`src/rtl/spi_xfer_ctrl_if.sv`:
```
// Handshake/config bundle between the register block, the transfer sequencer
// and the SPI shift engine.
interface spi_xfer_ctrl_if #(
  parameter int DIV_W = 16,
  parameter int CS_W  = 8,
  parameter int DLY_W = 8
);
  logic             start;
  logic [DIV_W-1:0] divider;
  logic [CS_W-1:0]  ss_sel;
  logic             auto_ss;
  logic [DLY_W-1:0] cs_setup;
  logic [DLY_W-1:0] cs_hold;
  logic             ie;
  logic             irq_clr;
  logic             tip;
  logic             go;
  logic             pos_edge;
  logic             neg_edge;
  logic             sclk_o;
  logic [CS_W-1:0]  ss_n_o;
  logic             busy;
  logic             done;
  logic             irq;

  modport master (
    output start, divider, ss_sel, auto_ss, cs_setup, cs_hold, ie, irq_clr, tip,
    input  go, pos_edge, neg_edge, sclk_o, ss_n_o, busy, done, irq
  );

  modport slave (
    input  start, divider, ss_sel, auto_ss, cs_setup, cs_hold, ie, irq_clr, tip,
    output go, pos_edge, neg_edge, sclk_o, ss_n_o, busy, done, irq
  );
endinterface

```
`src/rtl/spi_xfer_ctrl.sv`:
```
// SPI transfer sequencer: frames one character with slave-select setup/hold,
// generates sclk plus edge strobes for the shift engine, and reports completion.
module spi_xfer_ctrl #(
  parameter int DIV_W = 16,
  parameter int CS_W  = 8,
  parameter int DLY_W = 8
) (
  input  logic           clk,
  input  logic           rst_n,
  spi_xfer_ctrl_if.slave bus
);

  typedef enum logic [2:0] {IDLE, SETUP, GO, XFER, HOLD, DONE} state_t;

  state_t           state_reg;
  logic [DIV_W-1:0] div_reg;
  logic [DLY_W-1:0] hold_reg;
  logic [DIV_W-1:0] clk_cnt_reg;
  logic [DLY_W-1:0] dly_cnt_reg;
  logic             sclk_reg;
  logic [CS_W-1:0]  ss_n_reg;
  logic             go_reg;
  logic             busy_reg;
  logic             done_reg;
  logic             irq_reg;
  logic             edge_due;

  // Value of the slave selects for the state being entered.
  function automatic logic [CS_W-1:0] ss_drive(input logic framed, input logic auto_mode,
                                               input logic [CS_W-1:0] sel);
    return (auto_mode && !framed) ? {CS_W{1'b1}} : ~sel;
  endfunction

  // Once tip drops, only a high sclk still needs its trailing falling edge.
  assign edge_due      = (state_reg == XFER) && (clk_cnt_reg == '0) && (bus.tip || sclk_reg);
  assign bus.pos_edge  = edge_due && !sclk_reg;
  assign bus.neg_edge  = edge_due && sclk_reg;
  assign bus.sclk_o    = sclk_reg;
  assign bus.ss_n_o    = ss_n_reg;
  assign bus.go        = go_reg;
  assign bus.busy      = busy_reg;
  assign bus.done      = done_reg;
  assign bus.irq       = irq_reg;

  always_ff @(posedge clk) begin
    if (!rst_n) begin
      state_reg   <= IDLE;
      div_reg     <= '0;
      hold_reg    <= '0;
      clk_cnt_reg <= '0;
      dly_cnt_reg <= '0;
      sclk_reg    <= 1'b0;
      ss_n_reg    <= '1;
      go_reg      <= 1'b0;
      busy_reg    <= 1'b0;
      done_reg    <= 1'b0;
      irq_reg     <= 1'b0;
    end else begin
      go_reg   <= 1'b0;
      done_reg <= 1'b0;

      // A set coinciding with a clear must win, so the set is tested first.
      if (state_reg == DONE && bus.ie) begin
        irq_reg <= 1'b1;
      end else if (bus.irq_clr) begin
        irq_reg <= 1'b0;
      end

      case (state_reg)
        IDLE: begin
          ss_n_reg <= ss_drive(1'b0, bus.auto_ss, bus.ss_sel);
          if (bus.start) begin
            div_reg     <= bus.divider;
            hold_reg    <= bus.cs_hold;
            dly_cnt_reg <= bus.cs_setup;
            busy_reg    <= 1'b1;
            ss_n_reg    <= ss_drive(1'b1, bus.auto_ss, bus.ss_sel);
            state_reg   <= SETUP;
          end
        end
        SETUP: begin
          ss_n_reg <= ss_drive(1'b1, bus.auto_ss, bus.ss_sel);
          if (dly_cnt_reg == '0) begin
            go_reg    <= 1'b1;
            state_reg <= GO;
          end else begin
            dly_cnt_reg <= dly_cnt_reg - DLY_W'(1);
          end
        end
        GO: begin
          ss_n_reg    <= ss_drive(1'b1, bus.auto_ss, bus.ss_sel);
          clk_cnt_reg <= div_reg;
          state_reg   <= XFER;
        end
        XFER: begin
          ss_n_reg <= ss_drive(1'b1, bus.auto_ss, bus.ss_sel);
          if (edge_due) begin
            clk_cnt_reg <= div_reg;
            sclk_reg    <= ~sclk_reg;
          end else if (clk_cnt_reg != '0) begin
            clk_cnt_reg <= clk_cnt_reg - DIV_W'(1);
          end
          if (!bus.tip && !sclk_reg) begin
            dly_cnt_reg <= hold_reg;
            state_reg   <= HOLD;
          end
        end
        HOLD: begin
          if (dly_cnt_reg == '0) begin
            done_reg  <= 1'b1;
            ss_n_reg  <= ss_drive(1'b0, bus.auto_ss, bus.ss_sel);
            state_reg <= DONE;
          end else begin
            ss_n_reg    <= ss_drive(1'b1, bus.auto_ss, bus.ss_sel);
            dly_cnt_reg <= dly_cnt_reg - DLY_W'(1);
          end
        end
        DONE: begin
          ss_n_reg  <= ss_drive(1'b0, bus.auto_ss, bus.ss_sel);
          busy_reg  <= 1'b0;
          state_reg <= IDLE;
        end
        default: begin
          state_reg <= IDLE;
        end
      endcase
    end
  end

endmodule

```
`src/flat_wrapper.sv`:
```
// flat-port wrapper written by rule: the top's interface ports become plain ports
module spi_xfer_ctrl_flat 
#(
  parameter int DIV_W = 16,
  parameter int CS_W  = 8,
  parameter int DLY_W = 8
)
  (clk, rst_n, bus_start, bus_divider, bus_ss_sel, bus_auto_ss, bus_cs_setup, bus_cs_hold, bus_ie, bus_irq_clr, bus_tip, bus_go, bus_pos_edge, bus_neg_edge, bus_sclk_o, bus_ss_n_o, bus_busy, bus_done, bus_irq);
  spi_xfer_ctrl_if #(.DIV_W(DIV_W), .CS_W(CS_W), .DLY_W(DLY_W)) bus_i ();
  input  logic clk;
  input  logic rst_n;
  input wire logic [$bits(bus_i.start)-1:0] bus_start;
  input wire logic [$bits(bus_i.divider)-1:0] bus_divider;
  input wire logic [$bits(bus_i.ss_sel)-1:0] bus_ss_sel;
  input wire logic [$bits(bus_i.auto_ss)-1:0] bus_auto_ss;
  input wire logic [$bits(bus_i.cs_setup)-1:0] bus_cs_setup;
  input wire logic [$bits(bus_i.cs_hold)-1:0] bus_cs_hold;
  input wire logic [$bits(bus_i.ie)-1:0] bus_ie;
  input wire logic [$bits(bus_i.irq_clr)-1:0] bus_irq_clr;
  input wire logic [$bits(bus_i.tip)-1:0] bus_tip;
  output wire logic [$bits(bus_i.go)-1:0] bus_go;
  output wire logic [$bits(bus_i.pos_edge)-1:0] bus_pos_edge;
  output wire logic [$bits(bus_i.neg_edge)-1:0] bus_neg_edge;
  output wire logic [$bits(bus_i.sclk_o)-1:0] bus_sclk_o;
  output wire logic [$bits(bus_i.ss_n_o)-1:0] bus_ss_n_o;
  output wire logic [$bits(bus_i.busy)-1:0] bus_busy;
  output wire logic [$bits(bus_i.done)-1:0] bus_done;
  output wire logic [$bits(bus_i.irq)-1:0] bus_irq;
  assign bus_i.start = bus_start;
  assign bus_i.divider = bus_divider;
  assign bus_i.ss_sel = bus_ss_sel;
  assign bus_i.auto_ss = bus_auto_ss;
  assign bus_i.cs_setup = bus_cs_setup;
  assign bus_i.cs_hold = bus_cs_hold;
  assign bus_i.ie = bus_ie;
  assign bus_i.irq_clr = bus_irq_clr;
  assign bus_i.tip = bus_tip;
  assign bus_go = bus_i.go;
  assign bus_pos_edge = bus_i.pos_edge;
  assign bus_neg_edge = bus_i.neg_edge;
  assign bus_sclk_o = bus_i.sclk_o;
  assign bus_ss_n_o = bus_i.ss_n_o;
  assign bus_busy = bus_i.busy;
  assign bus_done = bus_i.done;
  assign bus_irq = bus_i.irq;
  spi_xfer_ctrl #(.DIV_W(DIV_W), .CS_W(CS_W), .DLY_W(DLY_W)) u_core (.clk(clk), .rst_n(rst_n), .bus(bus_i));
endmodule
```
`config.mk`:
```
export PLATFORM = sky130hd
export DESIGN_NAME = spi_xfer_ctrl_flat
export DESIGN_NICKNAME = d
export VERILOG_FILES = /design/src/rtl/spi_xfer_ctrl_if.sv /design/src/rtl/spi_xfer_ctrl.sv /design/src/flat_wrapper.sv
export SDC_FILE = /design/constraint.sdc
export NUM_CORES = 1
export LEC_CHECK = 0
export CORE_UTILIZATION = 35
export CTS_BUF_LIST = sky130_fd_sc_hd__clkbuf_8 sky130_fd_sc_hd__clkbuf_16
export DETAILED_ROUTE_END_ITERATION = 10
export PLACE_DENSITY = 0.62
export SLEW_MARGIN = 20
export SYNTH_ARGS = -nofsm -noshare
export SYNTH_HDL_FRONTEND = slang
export SYNTH_SLANG_ARGS = --single-unit
```
`constraint.sdc`:
```
create_clock -name clk -period 2.9 [get_ports clk]
set_input_delay 0.725 -clock clk [delete_from_list [all_inputs] [get_ports clk]]
set_output_delay 0.725 -clock clk [all_outputs]
set_load 0.05 [all_outputs]
```
==> results, run 1 <==
- The run finished with clean final reports.
- In this run the power density over the cells is 793 nW/µm².
- In the final layout, the share of cells above drive strength 1 is 13.2%.
- The delay contributed by the slowest stage of the critical path is around 550 ps.
- The wire length of the first global-routing pass is 14800 µm.
- The cell count after synthesis is ~400.
- For this design, the sink count on the clock tree is 64.
- Walking the worst path, the cells encountered are or4_4 > nor4_4 > nand2_2 > nor3b_4 > buf_12.
- The startpoint identified for the worst register-to-register timing path is u_core.clk_cnt_reg[0].
- The number of warnings issued by yosys is 0.
- In this run the worst path has a maximum fanout of 2.
- The max-cap check violation count is 0.
- The worst hold path startpoint is u_core.hold_reg[7].
- The chip width is about 100 µm.
- The post-route setup TNS is 0 ps.
- The cell at the root of the clock tree is sky130_fd_sc_hd__clkbuf_8.
- The analysis attributes to cell leakage a power of between 1.5 and 2 nW.
- The count of final max-slew check failures is 0.
- At the worst endpoint, the arrival time is between 2000 and 2500 ps.
- The sum of net half-perimeters after detailed placement is 6180 µm.
- Summing all multi-input logic gate instances after layout gives 1800 µm².
- Yosys mapped the design onto 51 distinct sky130hd cell types.
- Counting flops with a built-in enable in the synthesized netlist gives 0.
- The final clock skew is 8.73 ps.
- In the routed layout, each cell is associated on average with a via count of roughly 5.4.
- The synthesized netlist occupies a cell area of approximately 3200 µm².
- The DRC violation count after routing is 0.
- Each instance of the synthesized netlist takes up on average between 7 and 8 µm².
- The I/O pin total is 62.
- The post-synthesis sequential element count is 64.
- Measured along the y axis, the die boundary spans 97.2 µm.
- The maximum number of pins on one net before global-route repair is 36.
- For this block, the routed nets add up to roughly 8600 µm of wire.
- The worst ir drop on vdd is 0.276 mV.
- The clock slew seen by the registers of the worst setup and hold paths is ~60 ps.
- The highest achievable clock rate is 0.356 GHz.
- The dominant synthesized flop cell is sky130_fd_sc_hd__dfxtp_1.
- The overall routing resource usage is approximately a fifth.
- The layout has 881 filler cells.
- The kind of cell with the highest combined delay along the critical path is simple AND/OR/NAND/NOR gates.
- The total nets after synthesis is 461.
- For this block, the initial DRC count from the detailed router was roughly 160.
- The total area inside the core boundary comes to 8760 µm².
- Setup repair after global routing could not meet its margin everywhere.
- The worst setup path is launched from a flop.
- The transition time of the tightest slew-check pin is 708 ps.
- The layout-stage area growth over the synthesis result is 35.0%.
- The die covers 9450 µm².
- In this run the remaining antenna-violating nets after routing total 0.
- The number of endpoints with negative hold slack in the final report was 0.
- The final net count is between 500 and 600.
- The clock network latency to the later pin of the worst-skew pair is 340 ps.
- Setup violations remaining at the end of the flow were counted as 0.
- The CTS tree is built.
- The fraction of the yosys area taken by sequential cells is 40.4%.
- The total inserted antenna cells is 0.
- The sequential cells in the finished layout cover a total of 1290 µm².
- The share of the clock period used by the worst path is 96.7%.
- The iteration count of the initial detailed-routing pass is 5.
- Detailed routing inserted a total of 3204 vias.
- The minimum clock period after layout is around 2800 ps.
- For this configuration, the core starts out at a cell density of 36.2%.
- The post-layout instance area is between 4000 and 5000 µm².
- The H-tree depth is 3.
- Global routing finished with a remaining overflow of 0.
- The post-place instance area is 4010 µm².
- The via count of the first global-routing pass is around 3000.
- The clock passes through at most 2 buffers.
- The count of buffer and inverter cells on the critical path is 1.
- The average wire length per cell after detail routing is 14.5 µm.
- Buffers placed on the I/O ports in this run total 61.
- The number of hold buffers added after CTS was 0.
- The final weighted congestion in routability-driven placement is 0.823.
- The TritonCTS buffer count is 9.
- In this run the core area contains 34 standard-cell rows.
- At the worst endpoint, the required time is 2170 ps.
- Among all stages on the critical path, the largest delay is contributed by sky130_fd_sc_hd__or4_4.
- The setup path with the least slack is of type flop to output pin.
- The beginning of the critical path is u_core.clk_cnt_reg[14].
- Of all flip-flops after synthesis, the portion carrying an async set or reset was 0%.
- The worst hold path belongs to the class flop to flop.
- The initial antenna violation count is 0.
- In this run the tightest slew margin relative to its limit is a little over half.
- The endpoint class of the critical path is an output pin.
## layer usage
metal / wire length, µm / track usage, % / vias to the layer above
met5: 0 / 0 / -
met4: 164 / 8.26 / 0
met3: 457 / 3.38 / 15
met2: 3820 / 28.6 / 84
met1: 4180 / 26.8 / 1498
li1: - / - / 1607
## cells in the mapped netlist (all sizes together), types with 7 or more instances
library cell   n  share of area, %
a21oi         55               8.7
or3            7               1.5
nand2b         7               1.4
nor2          31               3.7
nand2         76               9.0
clkbuf        21               2.5
nand3          7               1.1
o21ai         14               2.2
nor3          11               1.7
o22ai         15               3.0
inv           12               1.4
dfxtp         64                40
mux2i          7               2.2
## final cells by class
| cell class | count | area share, % |
|---|---|---|
| inverter | 12 | 1.05 |
| sequential | 64 | 30.1 |
| clock inverter | 5 | 1.11 |
| timing repair buffer | 84 | 19.0 |
| clock buffer | 11 | 3.53 |
| multi-input combinational | 310 | 42.0 |
| tap | 108 | 3.16 |
## cell usage in the layout (no fill, tap or decap), types with 3 or more instances in the layout
master	n
sky130_fd_sc_hd__inv_1	14
sky130_fd_sc_hd__mux2i_1	7
sky130_fd_sc_hd__clkbuf_8	11
sky130_fd_sc_hd__buf_12	3
sky130_fd_sc_hd__o21ai_0	13
sky130_fd_sc_hd__dfxtp_1	58
sky130_fd_sc_hd__buf_4	22
sky130_fd_sc_hd__o22ai_1	15
sky130_fd_sc_hd__nand3_1	7
sky130_fd_sc_hd__o2111ai_1	3
sky130_fd_sc_hd__or4_1	3
sky130_fd_sc_hd__o21a_1	5
sky130_fd_sc_hd__or3_1	6
sky130_fd_sc_hd__nor3_1	11
sky130_fd_sc_hd__o31ai_1	3
sky130_fd_sc_hd__a211oi_1	3
sky130_fd_sc_hd__nor2_1	31
sky130_fd_sc_hd__clkdlybuf4s50_1	59
sky130_fd_sc_hd__nor2b_1	4
sky130_fd_sc_hd__and3_1	4
sky130_fd_sc_hd__dfxtp_2	5
sky130_fd_sc_hd__a21o_1	3
sky130_fd_sc_hd__o311ai_0	3
sky130_fd_sc_hd__a21oi_1	55
sky130_fd_sc_hd__nand2_1	75
sky130_fd_sc_hd__nor4_1	4
sky130_fd_sc_hd__and2_1	5
sky130_fd_sc_hd__o211ai_1	3
sky130_fd_sc_hd__or2_2	3
sky130_fd_sc_hd__nand2b_1	7
sky130_fd_sc_hd__or4_4	3
## final timing paths
| check | endpoint | depth (start not counted) | slack [ps] |
|---|---|---|---|
| setup / recovery | bus_pos_edge | 5 | 90 |
| hold / removal | u_core.hold_reg[7] | 2 | 450 |
| hold reg to reg | u_core.hold_reg[7] | 2 | 450 |
| setup reg to reg | u_core.clk_cnt_reg[9] | 8 | 190 |
## stage by stage
step	setup slack [ps]	std cells	hold WS, ps	power [W]	utilization [%]
3_3_place_gp	165	575	446	0.00255	45.7
3_5_place_dp	102	575	446	0.00256	45.7
6_report	94.7	594	454	0.00339	48.9
2_1_floorplan	25.4	411	433	0.00213	-
5_1_grt	-24.7	594	487	0.00364	48.9
4_1_cts	4.86	592	454	0.00338	48.3
## worst reg2reg max path: cells and delay by family, from the launching register on
kind	cells	cell delay, ps
compound gates	3	1070
simple gates	2	800
flops	1	340
buf+inv	2	260
fa+ha+maj	1	150
## cell families after synthesis
kind of cell	Yosys count	synth area share, %
buf+inv	37	4.73
xor+xnor	1	0.276
simple gates	174	25.9
compound gates	124	25.0
fa+ha+maj	3	1.18
flops	64	40.4
mux	8	2.56
## what timing repair did
item                       in CTS  in global routing
pin swaps                       2                  7
resized for setup               4                 12
buffers inserted                1                  2
setup endpoints to repair       2                  3
## power by group
group          internal (W)  switching, W  leakage (nW)  total, W
registers           0.00102      0.000116         0.527   0.00114
clock network      0.000435      0.000331         0.112  0.000766
logic              0.000653      0.000838         0.966   0.00149
No activity file was read; power rests on OpenSTA's default activity.
==> run 2, diff against run 1 <==
--- a/config.mk
+++ b/config.mk
@@ -5,10 +5,10 @@
 export SDC_FILE = /design/constraint.sdc
 export NUM_CORES = 1
 export LEC_CHECK = 0
-export CORE_UTILIZATION = 35
+export CORE_UTILIZATION = 50
 export CTS_BUF_LIST = sky130_fd_sc_hd__clkbuf_8 sky130_fd_sc_hd__clkbuf_16
 export DETAILED_ROUTE_END_ITERATION = 10
-export PLACE_DENSITY = 0.62
+export PLACE_DENSITY = 0.82
 export SLEW_MARGIN = 20
 export SYNTH_ARGS = -nofsm -noshare
 export SYNTH_HDL_FRONTEND = slang
==> constraint.sdc (replaced) <==
create_clock -name clk -period 2.8 [get_ports clk]
set_input_delay 0.7 -clock clk [delete_from_list [all_inputs] [get_ports clk]]
set_output_delay 0.7 -clock clk [all_outputs]
set_load 0.05 [all_outputs]
==> run 2 against run 1 <==
Net effect:
- the flow now finishes with violations (negative setup slack)
- first-iteration DRC count increased by 130%
- clock power up 4.4%
- critical path type unchanged
- via count grew 5.0%
- highest routed layer unchanged
==> results, run 2 (synthesis gave the netlist of run 1 again) <==
- After detailed routing, the total wire length is just under 9000 µm.
- The later pin in the worst-skew pair is clocked with a latency of 330 ps.
- The number of stages on the worst hold path is 2.
- The worst relative slew slack is 52.4%.
- In this design, the stage delay of the slowest critical-path cell is 560 ps.
- CTS saw 64 sinks.
- The final net count is 533.
- On the critical path, the stage with the largest delay is an instance of sky130_fd_sc_hd__or4_4.
- The first global-routing pass estimated 14000 µm of wire.
- Setup repair after global routing could not meet its margin everywhere.
- Clock-pin slew was measured on the worst setup and hold paths at 70 ps.
- The endpoint arrival time on the critical path is 2100 ps.
- The highest achievable clock rate is around 0.36 GHz.
- The cell type group with the largest total delay on the critical path is simple AND/OR/NAND/NOR gates.
- The combinational power share is 45.4%.
- The chip width is roughly 82 µm.
- Global routing consumed, over all layers together, 27.8% of the routing resources.
- The iteration count of the initial detailed-routing pass is 7.
- The via count of the first global-routing pass is 2974.
- The number of endpoints with negative hold slack in the final report is 0.
- Of the cells placed in the final design, the portion with a size suffix greater than 1 is 14.3%.
- The remaining global-route overflow is 0.
- After detailed routing, the average wire length per cell comes to 15.8 µm.
- The final clock skew is 6.56 ps.
- The share of the clock period used by the worst path is 100%.
- The number of clock buffers added by TritonCTS is 9.
- Power spread over the standard cell area amounts to ~850 nW/µm².
- The worst endpoint required time is approximately 2100 ps.
- The number of placement rows is 28.
- Summing over every cut layer, the via total after detailed routing is 3364.
- The vertical die dimension is roughly 80 µm.
- The internal power contribution is 0.00222 W.
- Cells fill a little over two thirds of the core in the end.
- The checks that failed: negative setup slack.
- The count of buffer and inverter cells on the critical path is 1.
- After layout, the worst setup slack is -0.351 ps.
- The number of port buffers is between 60 and 70.
- The cell count of the worst reg-to-reg path is 8.
- Setup total negative slack on the finished layout was measured at -0.351 ps.
- The layout-stage area growth over the synthesis result is 34.1%.
- Buffers inserted to repair hold after CTS numbered 0.
- The DRC violation count after routing is 0.
- In this run the worst path has a maximum fanout of 2.
- The number of nets with antenna violations after routing is 0.
- The count of final setup violators is 1.
- The ratio of routed vias to standard cells is 5.98.
- The CTS tree is built.
- In this run, the clock network consumes 22.1% of the power.
- The layout filler cell count is 495.
- The longest clock path from root to sink contains 2 buffers.
- The floorplan step defined a core boundary enclosing 6030 µm².
- The power share of the sequential group is 32.5%.
- The switching power is 0.00140 W.
- The worst min-delay path category is flop to flop.
- The max-cap check violation count is 0.
- The worst setup path is launched from a flop.
- At the pin with the least slew margin, the transition time is 714 ps.
- The I/O pin total is 62.
- The run finished, with violations left.
- The floorplan die area is ~6700 µm².
- The endpoint class of the critical path is an output pin.
- In the layout the commonest cells are 75 x sky130_fd_sc_hd__nand2_1, 59 x sky130_fd_sc_hd__clkdlybuf4s50_1, 57 x sky130_fd_sc_hd__dfxtp_1.
- The maximum number of pins on one net before global-route repair is 40.
- In this run the number of cells on the critical path is 5.
- The library cell used most frequently in the layout, excluding fill and tap cells, is sky130_fd_sc_hd__nand2_1.
- Walking the worst path, the cells encountered are or4_4 > nor4_4 > nand2_2 > nor3b_4 > buf_12.
- The worst ir drop on vdd is 0.451 mV.
- The cell sitting at the root of the clock tree is a sky130_fd_sc_hd__clkbuf_8.
- The initial utilization of the core area, before any placement, comes to between 50% and 60%.
- The critical path class is flop to output pin.
- Counting I/O delays and the setup requirement, the final critical path takes 2800 ps.
- The number of DRC violations after detailed-routing iteration 0 is 364.
- The leakage power is about 1.6 nW.
- The count of final max-slew check failures came to 0.
- In this run switching power makes up 38.7% of total power.
- The H-tree depth is 3.
- The initial antenna violation count is 0.
- The wire-length estimate of the detail-placed layout is 6050 µm.
- The final weighted congestion in routability-driven placement is 0.917.
- The total inserted antenna cells is 0.
## run 2: layout make-up
type,instances,area (µm²),area share (%)
inverter,12,45.0,1.06
timing repair buffer,86,831,19.5
sequential,64,1290,30.3
clock buffer,10,138,3.24
multi-input combinational,310,1800,42.2
tap,75,93.8,2.21
clock inverter,6,60.1,1.41
## run 2: what timing repair did
action                                  4_1_cts  5_1_grt
endpoints found under the setup margin        2        2
pin swaps                                     5        5
gates resized for setup                      13        4
buffers inserted                              4        4
## run 2: worst min-delay path, delay by kind of cell, from the launching register on
family / cells / cell delay (ps)
compound gates: 1 / 50
flops: 1 / 310
simple gates: 1 / 50
## run 2: path summary, 6_finish.rpt
check                         start               endpoint  slack (ps)
max reg2reg   u_core.clk_cnt_reg[0]  u_core.clk_cnt_reg[9]         120
max          u_core.clk_cnt_reg[14]           bus_pos_edge        -0.4
min              u_core.hold_reg[7]     u_core.hold_reg[7]         450
min reg2reg      u_core.hold_reg[7]     u_core.hold_reg[7]         450
## run 2: stage by stage
step / hold WS [ps] / std cells / setup WS, ps / area (µm²) / power (W)
6_report: 454 / 563 / -0.351 / 4250 / 0.00362
3_5_place_dp: 444 / 539 / 83.7 / 3950 / 0.00266
2_1_floorplan: 433 / 411 / 67.8 / 3190 / 0.00222
5_1_grt: 484 / 563 / -48.2 / 4250 / 0.00383
4_1_cts: 453 / 559 / -18.4 / 4220 / 0.00351
3_3_place_gp: 441 / 539 / 145 / 3950 / 0.00262
## run 2: power groups by stage
stage / Sequential, W / Clock (W) / Combinational [W]
global placement: 0.00118 / 0 / 0.00143
floorplan: 0.00122 / 0 / 0.00100
detailed placement: 0.00119 / 0 / 0.00147
CTS: 0.00117 / 0.000801 / 0.00154
finish: 0.00118 / 0.000800 / 0.00164
global route: 0.00119 / 0.000851 / 0.00179
## run 2: metal layers
layer  part of all wire [%]  up-vias  global-route usage, %
met5                      0        -                      0
met4                    1.5        0                   9.82
met3                    8.1       20                   5.22
met2                     47      168                   44.6
met1                     44     1554                   37.3
li1                       -     1622                      -
==> run 3, diff against run 2 <==
--- a/config.mk
+++ b/config.mk
@@ -5,11 +5,11 @@
 export SDC_FILE = /design/constraint.sdc
 export NUM_CORES = 1
 export LEC_CHECK = 0
-export CORE_UTILIZATION = 50
+export CORE_MARGIN = 2
+export CORE_UTILIZATION = 52
 export CTS_BUF_LIST = sky130_fd_sc_hd__clkbuf_8 sky130_fd_sc_hd__clkbuf_16
 export DETAILED_ROUTE_END_ITERATION = 10
-export PLACE_DENSITY = 0.82
-export SLEW_MARGIN = 20
+export PLACE_DENSITY = 0.84
 export SYNTH_ARGS = -nofsm -noshare
 export SYNTH_HDL_FRONTEND = slang
 export SYNTH_SLANG_ARGS = --single-unit
==> run 3 against run 2 <==
Net effect:
- clock skew grew 1.9 ps
- combinational power is essentially flat
- setup slack lost 9.6 ps
- the run still ends with negative setup slack left
- via count grew 0.45%
- routed wire length grew 0.93%
- total power grew 1.7%
- sequential power is essentially flat
- critical path depth is the same
- largest cell class unchanged
- core utilization grew 1.4 points
==> results, run 3 (synthesis gave the netlist of run 1 again) <==
- The worst setup path is captured at an output pin.
- The remaining global-route overflow is 0.
- The number of hold buffers added after CTS was 0.
- In this run the deepest clock path goes through 2 buffers.
- The die covers 6740 µm².
- The highest metal layer with signal wires is met4.
- In this run the number of H-tree levels came out at 3.
- The sum of net half-perimeters after detailed placement is 6060 µm.
- The critical path class is flop to output pin.
- The delay contributed by the slowest stage of the critical path is 560 ps.
- The total area inside the core boundary comes to 5920 µm².
- The multi-input combinational cells in the finished layout cover a total of 1790 µm².
- For this design the ratio of total power to cell area is around 860 nW/µm².
- The final reports fail on negative setup slack.
- The number of endpoints with negative hold slack in the final report was 0.
- The die is 82.1 µm wide.
- The sum of routed wire segments on met1 is 3810 µm.
- Leaving out fill and tap cells, the most frequent cell in the layout is sky130_fd_sc_hd__nand2_1.
- Of all nets on the critical path, the largest fanout is 3.
- The flow ran to the end, but the final reports show violations.
- After floorplanning, the core was divided into 28 placement rows.
- For the worst-skew pair, the clock arrives at the later sink with an insertion delay of 340 ps.
- The register area is 1290 µm².
- The startpoint type of the worst setup path is a flop.
- The post-route setup TNS is -14.7 ps.
- The total number of vias is 3379.
- In this run the remaining antenna-violating nets after routing total 0.
- The DRC violation count after routing is 0.
- Buffers placed on the I/O ports in this run total 61.
- Measured against its own limit, the worst slew margin works out to around half.
- The share of the clock period used by the worst path is 100%.
- On the critical path, the stage with the largest delay is an instance of sky130_fd_sc_hd__or4_4.
- Counting the buffers created by CTS gives 9.
- The wire length of the first global-routing pass is 14400 µm.
- The I/O pin total is 62.
- The critical path goes through or4_4 > nor4_4 > nand2_2 > nor3b_4 > buf_12.
- The initial antenna violation count is 0.
- Global routing used roughly 28% of the available tracks across all layers.
- The share of layout cells above drive strength 1 is around 14%.
- After layout, the worst setup slack is -9.96 ps.
- The ratio of routed vias to standard cells is 6.01.
- In the layout the commonest cells are 75 x sky130_fd_sc_hd__nand2_1, 60 x sky130_fd_sc_hd__dfxtp_1, 59 x sky130_fd_sc_hd__clkdlybuf4s50_1.
- The utilization after layout is 72.0%.
- The final clock skew is 8.45 ps.
- Across all hold checks on the routed design, the worst slack comes to roughly 460 ps.
- The final net count is roughly 530.
- The count of final setup violators is 2.
- The tree built by TritonCTS fans out to 64 sinks.
- The via count of the first global-routing pass is around 3200.
- At the pin with the least slew margin, the transition time is approximately 720 ps.
- Wires add up to around 9000 µm.
- In this run the worst hold path is classified as flop to flop.
- Static timing analysis puts the maximum clock frequency at 0.356 GHz.
- The layout-stage area growth over the synthesis result is 34.4%.
- In this run, the number of DRC markers left after iteration 0 of detailed routing was 304.
- The total length of routed met2 wires is 4330 µm.
- The worst endpoint required time is 2100 ps.
- In the final routed layout, each cell accounts on average for around 16 µm.
- The vertical die dimension is 82.1 µm.
- The effective utilization at floorplan is 53.6%.
- The filler cells instantiated in the layout total 457.
- Data on the critical path arrives at its endpoint at 2110 ps.
- The count of final max-slew check failures was 0.
- TritonCTS built the clock tree.
- At the end of routability-driven placement, the weighted congestion stood at around 0.91.
- The count of buffer and inverter cells on the critical path is 1.
- The leakage power is roughly 1.6 nW.
- The tool flagged a number of max-cap violations equal to 0.
- The cell type group with the largest total delay on the critical path is simple AND/OR/NAND/NOR gates.
- The cell at the root of the clock tree is sky130_fd_sc_hd__clkbuf_8.
- The total inserted antenna cells is 0.
- Entering global routing, the biggest net connects 37 pins.
- The minimum clock period after layout is between 2000 and 3000 ps.
- Across the VDD grid, the largest voltage drop is between 0.5 and 0.6 mV.
- The sum of met3 wire segment lengths after detailed routing is 650 µm.
- The iteration count of the initial detailed-routing pass is 4.
- The clock slew seen by the registers of the worst setup and hold paths is 70 ps.
- Setup repair after global routing could not meet its margin everywhere.
## run 3: timing repair
| item | in CTS | in global routing |
|---|---|---|
| resized for setup | 10 | 4 |
| buffers inserted | 5 | 2 |
| pin swaps | 5 | 4 |
| setup endpoints to repair | 2 | 4 |
## run 3: area by class of cell
cell class	instances	share of cell area [%]
tap	75	2.20
clock buffer	10	3.23
clock inverter	4	1.64
inverter	12	1.06
timing repair buffer	87	19.7
sequential	64	30.2
multi-input combinational	310	42.1
## run 3: worst reg2reg max path, cell delays in order, from the launching register on
cell and delay (ps):
sky130_fd_sc_hd__dfxtp_2 330, sky130_fd_sc_hd__inv_2 70, sky130_fd_sc_hd__ha_4 130, sky130_fd_sc_hd__or3b_4 400
sky130_fd_sc_hd__buf_4 160, sky130_fd_sc_hd__or3_4 410, sky130_fd_sc_hd__o31a_1 530, sky130_fd_sc_hd__buf_4 280
sky130_fd_sc_hd__mux2i_1 180, sky130_fd_sc_hd__o22ai_1 100
## run 3: stage by stage
step	cells	cell area (µm²)	power, W	worst slack, ps
finish	562	4270	0.00368	-9.96
global route	562	4270	0.00389	-62.3
CTS	560	4240	0.00357	-29.5
detailed placement	541	3970	0.00267	71.3
global placement	541	3970	0.00262	161
floorplan	411	3190	0.00222	67.8
## run 3: layer usage
metal | global-route usage, % | vias up
li1 | - | 1611
met1 | 37.0 | 1594
met2 | 43.7 | 155
met3 | 4.67 | 19
met4 | 15.8 | 0
met5 | 0 | -
## run 3: final timing paths
check                                             from                     to  slack, ps  cells after the start
worst max-delay path            u_core.clk_cnt_reg[14]           bus_pos_edge        -10                      5
worst min-delay path                u_core.hold_reg[3]     u_core.hold_reg[3]        460                      2
worst max register to register   u_core.clk_cnt_reg[0]  u_core.clk_cnt_reg[4]        110                      9
worst min register to register      u_core.hold_reg[3]     u_core.hold_reg[3]        460                      2
## run 3: power breakdown
group	leakage, nW	switching [W]	internal, W
Clock	0.108	0.000353	0.000512
Combinational	0.980	0.000924	0.000715
Sequential	0.526	0.000120	0.00106
